$ cat src/rtl/ascii_case_stream.sv
// Streaming ASCII case converter with a 2-entry output queue and a word-position FSM
// that drives title-case conversion.
//
// state | meaning
// WS    | word start: next letter is the first of a word
// IW    | in word: inside a run of non-separator bytes
`timescale 1ns/1ps
module ascii_case_stream #(
    parameter int COUNT_W = 16
) (
    input  logic               clk,
    input  logic               rst_n,
    input  logic               clear,
    input  logic [1:0]         mode,
    input  logic               in_valid,
    output logic               in_ready,
    input  logic [7:0]         in_data,
    output logic               out_valid,
    input  logic               out_ready,
    output logic [7:0]         out_data,
    output logic [COUNT_W-1:0] conv_count
);

    typedef enum logic [1:0] {
        MODE_PASS  = 2'b00,
        MODE_UPPER = 2'b01,
        MODE_LOWER = 2'b10,
        MODE_TITLE = 2'b11
    } conv_mode_t;

    typedef enum logic {
        WS = 1'b0,
        IW = 1'b1
    } word_state_t;

    word_state_t state;
    word_state_t state_nx;

    logic [7:0] q0;
    logic [7:0] q1;
    logic [1:0] occ;

    logic       accept;
    logic       pop;
    logic       is_upper;
    logic       is_lower;
    logic       is_letter;
    logic       is_sep;
    logic [7:0] conv_data;
    logic       changed;
    conv_mode_t mode_sel;

    // Handshake depends only on registered occupancy, so out_ready never reaches in_ready.
    assign in_ready  = (occ < 2'd2);
    assign out_valid = (occ != 2'd0);
    assign out_data  = q0;
    assign accept    = in_valid & in_ready;
    assign pop       = out_valid & out_ready;

    assign is_upper  = (in_data >= 8'h41) && (in_data <= 8'h5A);
    assign is_lower  = (in_data >= 8'h61) && (in_data <= 8'h7A);
    assign is_letter = is_upper | is_lower;
    assign is_sep    = (in_data == 8'h20) || (in_data == 8'h09) ||
                       (in_data == 8'h0A) || (in_data == 8'h0D);
    assign mode_sel  = conv_mode_t'(mode);

    // Letter case lives entirely in bit5; non-letters pass through untouched.
    always_comb begin
        conv_data = in_data;
        if (is_letter) begin
            unique case (mode_sel)
                MODE_PASS:  conv_data[5] = in_data[5];
                MODE_UPPER: conv_data[5] = 1'b0;
                MODE_LOWER: conv_data[5] = 1'b1;
                MODE_TITLE: conv_data[5] = (state == IW);
                default:    conv_data[5] = in_data[5];
            endcase
        end
    end

    assign changed = (conv_data != in_data);

    always_comb begin
        state_nx = state;
        if (accept) begin
            unique case (state)
                WS:      state_nx = is_sep ? WS : IW;
                IW:      state_nx = is_sep ? WS : IW;
                default: state_nx = WS;
            endcase
        end
    end

    always_ff @(posedge clk or negedge rst_n) begin
        if (!rst_n) begin
            state <= WS;
        end else if (clear) begin
            state <= WS;
        end else begin
            state <= state_nx;
        end
    end

    // q0 is always the head; a pop while full shifts q1 forward.
    always_ff @(posedge clk or negedge rst_n) begin
        if (!rst_n) begin
            q0  <= 8'h00;
            q1  <= 8'h00;
            occ <= 2'd0;
        end else if (clear) begin
            q0  <= 8'h00;
            q1  <= 8'h00;
            occ <= 2'd0;
        end else begin
            unique case (occ)
                2'd0: begin
                    if (accept) begin
                        q0  <= conv_data;
                        occ <= 2'd1;
                    end
                end
                2'd1: begin
                    if (accept && pop) begin
                        q0 <= conv_data;
                    end else if (accept) begin
                        q1  <= conv_data;
                        occ <= 2'd2;
                    end else if (pop) begin
                        occ <= 2'd0;
                    end
                end
                2'd2: begin
                    if (pop) begin
                        q0  <= q1;
                        occ <= 2'd1;
                    end
                end
                default: occ <= 2'd0;
            endcase
        end
    end

    always_ff @(posedge clk or negedge rst_n) begin
        if (!rst_n) begin
            conv_count <= '0;
        end else if (clear) begin
            conv_count <= '0;
        end else if (accept && changed && (conv_count != {COUNT_W{1'b1}})) begin
            conv_count <= conv_count + {{(COUNT_W-1){1'b0}}, 1'b1};
        end
    end

endmodule

$ cat config.mk
export PLATFORM = sky130hd
export DESIGN_NAME = ascii_case_stream
export DESIGN_NICKNAME = d
export VERILOG_FILES = /design/src/rtl/ascii_case_stream.sv
export SDC_FILE = /design/constraint.sdc
export NUM_CORES = 1
export LEC_CHECK = 0
export ABC_AREA = 1
export CAP_MARGIN = 20
export CELL_PAD_IN_SITES_DETAIL_PLACEMENT = 0
export CELL_PAD_IN_SITES_GLOBAL_PLACEMENT = 1
export CORE_ASPECT_RATIO = 2
export CORE_MARGIN = 2
export CORE_UTILIZATION = 34
export DETAILED_ROUTE_END_ITERATION = 10
export PLACE_DENSITY = 0.72
export SLEW_MARGIN = 10
export SYNTH_ARGS = -nofsm -noshare
export SYNTH_HDL_FRONTEND = slang
export SYNTH_SLANG_ARGS = --single-unit
$ cat constraint.sdc
create_clock -name clk -period 1.6 [get_ports clk]
set_clock_uncertainty 0.2 [all_clocks]
set_input_delay 0.16 -clock clk [delete_from_list [all_inputs] [get_ports clk]]
set_output_delay 0.16 -clock clk [all_outputs]
set_load 0.005 [all_outputs]
==> results.sh <==
export IMPL_status="finished with violations"
export IMPL_violations="negative setup slack"
export IMPL_crit_buf_inv=1
export IMPL_ant_nets=0
export IMPL_fmaxAchievable_mhz=550.2
export IMPL_power_leakage_nw=1.998
export IMPL_fin_util=0.5728
export IMPL_synth_edf_count=0
export IMPL_hold_path_class="primary input to asynchronous set/reset pin"
export IMPL_async_reset_ff_frac=1.000
export IMPL_rows=41
export IMPL_cp_end_kind="flip-flop"
export IMPL_grt_max_degree=38
export IMPL_drv_slew=0
export IMPL_globalplace_congestion=0.8828
export IMPL_cts_root_buf="clkbuf_16"
export IMPL_switching_share=0.3129
export IMPL_synth_nets=323
export IMPL_mostFrequentLayoutCell="nand2_1"
export IMPL_finalWirelength_um=7200
export IMPL_rrSetupSlack_ps=-220
export IMPL_worstPathCellList="ha_2, inv_4, nor3_4, nand4_2, nor2_4, nand2_4, nand4_1, nand2_1"
export IMPL_startpoint_type="flip-flop"
export IMPL_setup_slack_ps=-217.4
export IMPL_p_switching_w=0.001216
export IMPL_start_util=0.3525
export IMPL_r2r_end="conv_count[2]"
export IMPL_setup_violations=34
export IMPL_grt_pass1_vias=2390
export IMPL_drive_gt1_frac=0.2871
export IMPL_max_slew_margin_rel=0.7743
export IMPL_via_per_inst=4.881
export IMPL_grtUsageTotal=0.2066
export IMPL_pwr_share_comb=0.384
export IMPL_finalHoldViolCount=0
export IMPL_cts_reportedPaths_clkPinSlew_ps=60
export IMPL_clkPwrFrac=0.331
export IMPL_avgSynthCellArea_um2=7.400
export IMPL_internal_power_w=0.002670
export IMPL_coreArea_um2=6361
export IMPL_cp_required_ps=1570
export IMPL_yosys_warnings=0
export IMPL_rsz0062_at_grt="true"
export IMPL_ir_drop_v=0.001009
export IMPL_slowest_stage="dfrtp_1"
export IMPL_cts_tree="built"
export IMPL_cts_buffer_depth=2
export IMPL_final_cell_mix="77 x nand2_1, 62 x buf_4, 37 x inv_1"
export IMPL_cts_sinks=35
export IMPL_rr_worst_depth=8
export IMPL_diodes=0
export IMPL_drt_initial_drc_count=184
export IMPL_tightest_slew_ps=335.0
export IMPL_fin_crit_ps=1817
export IMPL_io_buffers=40
export IMPL_die_area_um2=7299
export IMPL_powerDensity_nw_per_um2=1067
export IMPL_fin_tns_setup_ps=-4147
export IMPL_route_vias_total=2460
export IMPL_cap_viol_max_count=0
export IMPL_yosysSeqAreaShare=0.3906
export IMPL_clock_latency_ps=290
export IMPL_r2r_start="conv_count[1]"
export IMPL_cp_max_fo=8
export IMPL_syn2layout_area_growth_pct=62.50
export IMPL_die_w_um=61.42
export IMPL_post_route_period_util=1.136
export IMPL_ys_types=31
export IMPL_cts_hold_buf=0
export IMPL_p_seq_frac=0.285
export IMPL_ys_seq_elements=35
export IMPL_gr_total_overflow=0
export IMPL_drt_pass1_iterations=5
export IMPL_synthesis_instances=303
export IMPL_avgRoutedWirePerCell_um=14.29
export IMPL_ioPinCount=41
export IMPL_synth_top_flop_cell="dfrtp_1"
export IMPL_cpPeakStageDelay_ps=350
export IMPL_grt_first_pass_wirelength_um=11080
export IMPL_place_hpwl_um=5271
export IMPL_synth_area_um2=2242
export IMPL_antenna_found_initial=0
export IMPL_die_height_um=118.8
export IMPL_criticalPathCategory="flip-flop to flip-flop"
export IMPL_arrival_ps=1790
export IMPL_drcViolationCount=0
export IMPL_cts_buffers=5
export IMPL_final_nets=437
export IMPL_cts_htree_levels=2
export IMPL_worst_path_dominant_cell_family="simple AND/OR/NAND/NOR gates"
## worst max-delay path by stage
stage / cells after the start / from / end / slack [ps]
after floorplan: 9 / conv_count[0] / conv_count[10] / -140
after global placement: 9 / in_data[4] / conv_count[14] / -390
after detailed placement: 9 / in_data[3] / conv_count[2] / -410
after CTS: 8 / conv_count[1] / conv_count[2] / -140
after global routing: 7 / conv_count[2] / conv_count[0] / -300
final: 8 / conv_count[1] / conv_count[2] / -220
## power groups by stage
stage / registers, W / clock network (W) / logic (W)
floorplan: 0.00113 / 0 / 0.000612
global placement: 0.00112 / 0 / 0.00129
detailed placement: 0.00112 / 0 / 0.00129
CTS: 0.00111 / 0.00130 / 0.00137
global route: 0.00112 / 0.00135 / 0.00164
finish: 0.00111 / 0.00129 / 0.00149
## synth_stat cells (2+ instances only)
cell,n,share of area
nor2_1,20,0.033
buf_2,3,0.0067
ha_1,5,0.028
xnor2_1,4,0.016
nand4_1,20,0.056
o21ai_0,15,0.033
nand3_1,31,0.069
inv_1,43,0.072
buf_6,2,0.010
nor2_4,3,0.015
a21oi_1,7,0.016
o211ai_1,2,0.0067
xor2_1,8,0.031
dfrtp_1,35,0.39
nor2_2,2,0.0056
nand2_2,3,0.0084
nor3_1,2,0.0045
o22ai_1,2,0.0056
clkbuf_1,2,0.0033
nand2_1,82,0.14
nand4_2,2,0.011
## registers in the layout (all words and copies together) (netlist names)
| signal | count |
|---|---|
| state | 1 |
| q1 | 8 |
| out_data | 8 |
| occ | 2 |
| conv_count | 16 |
## layout make-up
class	instances	area (um2)
clock buffer	6	128.9
clock inverter	2	60.06
fill	643	2718
inverter	43	163.9
multi-input combinational	218	1277
sequential	35	875.8
tap	86	107.6
timing repair buffer	114	1030
## kinds of logic after synthesis
family / synth area share
AND/OR/NAND/NOR: 0.3566
buffers and inverters: 0.09542
flip-flops: 0.3906
AO/OA/AOI/OAI: 0.08259
XOR/XNOR: 0.04687
adder cells (fa/ha/maj): 0.02790
## layer usage
metal | wire length (um) | GRT usage | up-vias
li1 | - | - | 1214
met1 | 2417 | 0.2040 | 1168
met2 | 4263 | 0.3843 | 61
met3 | 180 | 0.03040 | 17
met4 | 339 | 0.1051 | 0
met5 | 0 | 0 | -
## per-stage QoR
stage / cells / worst slack [ps] / instance area [um2] / power, W / hold WS (ps)
detailed placement: 482 / -408.3 / 3242 / 0.002411 / 265.1
finish: 504 / -217.4 / 3643 / 0.003886 / 57.69
CTS: 497 / -136.1 / 3528 / 0.003780 / 71.95
floorplan: 303 / -140.7 / 2278 / 0.001742 / -335.6
global placement: 482 / -394.4 / 3242 / 0.002409 / 267.6
global route: 504 / -303.3 / 3643 / 0.004108 / 74.14
## what timing repair did
item,in CTS,in global routing
gates resized for setup,31,25
gates cloned,0,1
setup buffers,7,6
endpoints found under the setup margin,50,42
pin swaps,8,13
(Power assumes the default switching activity.)
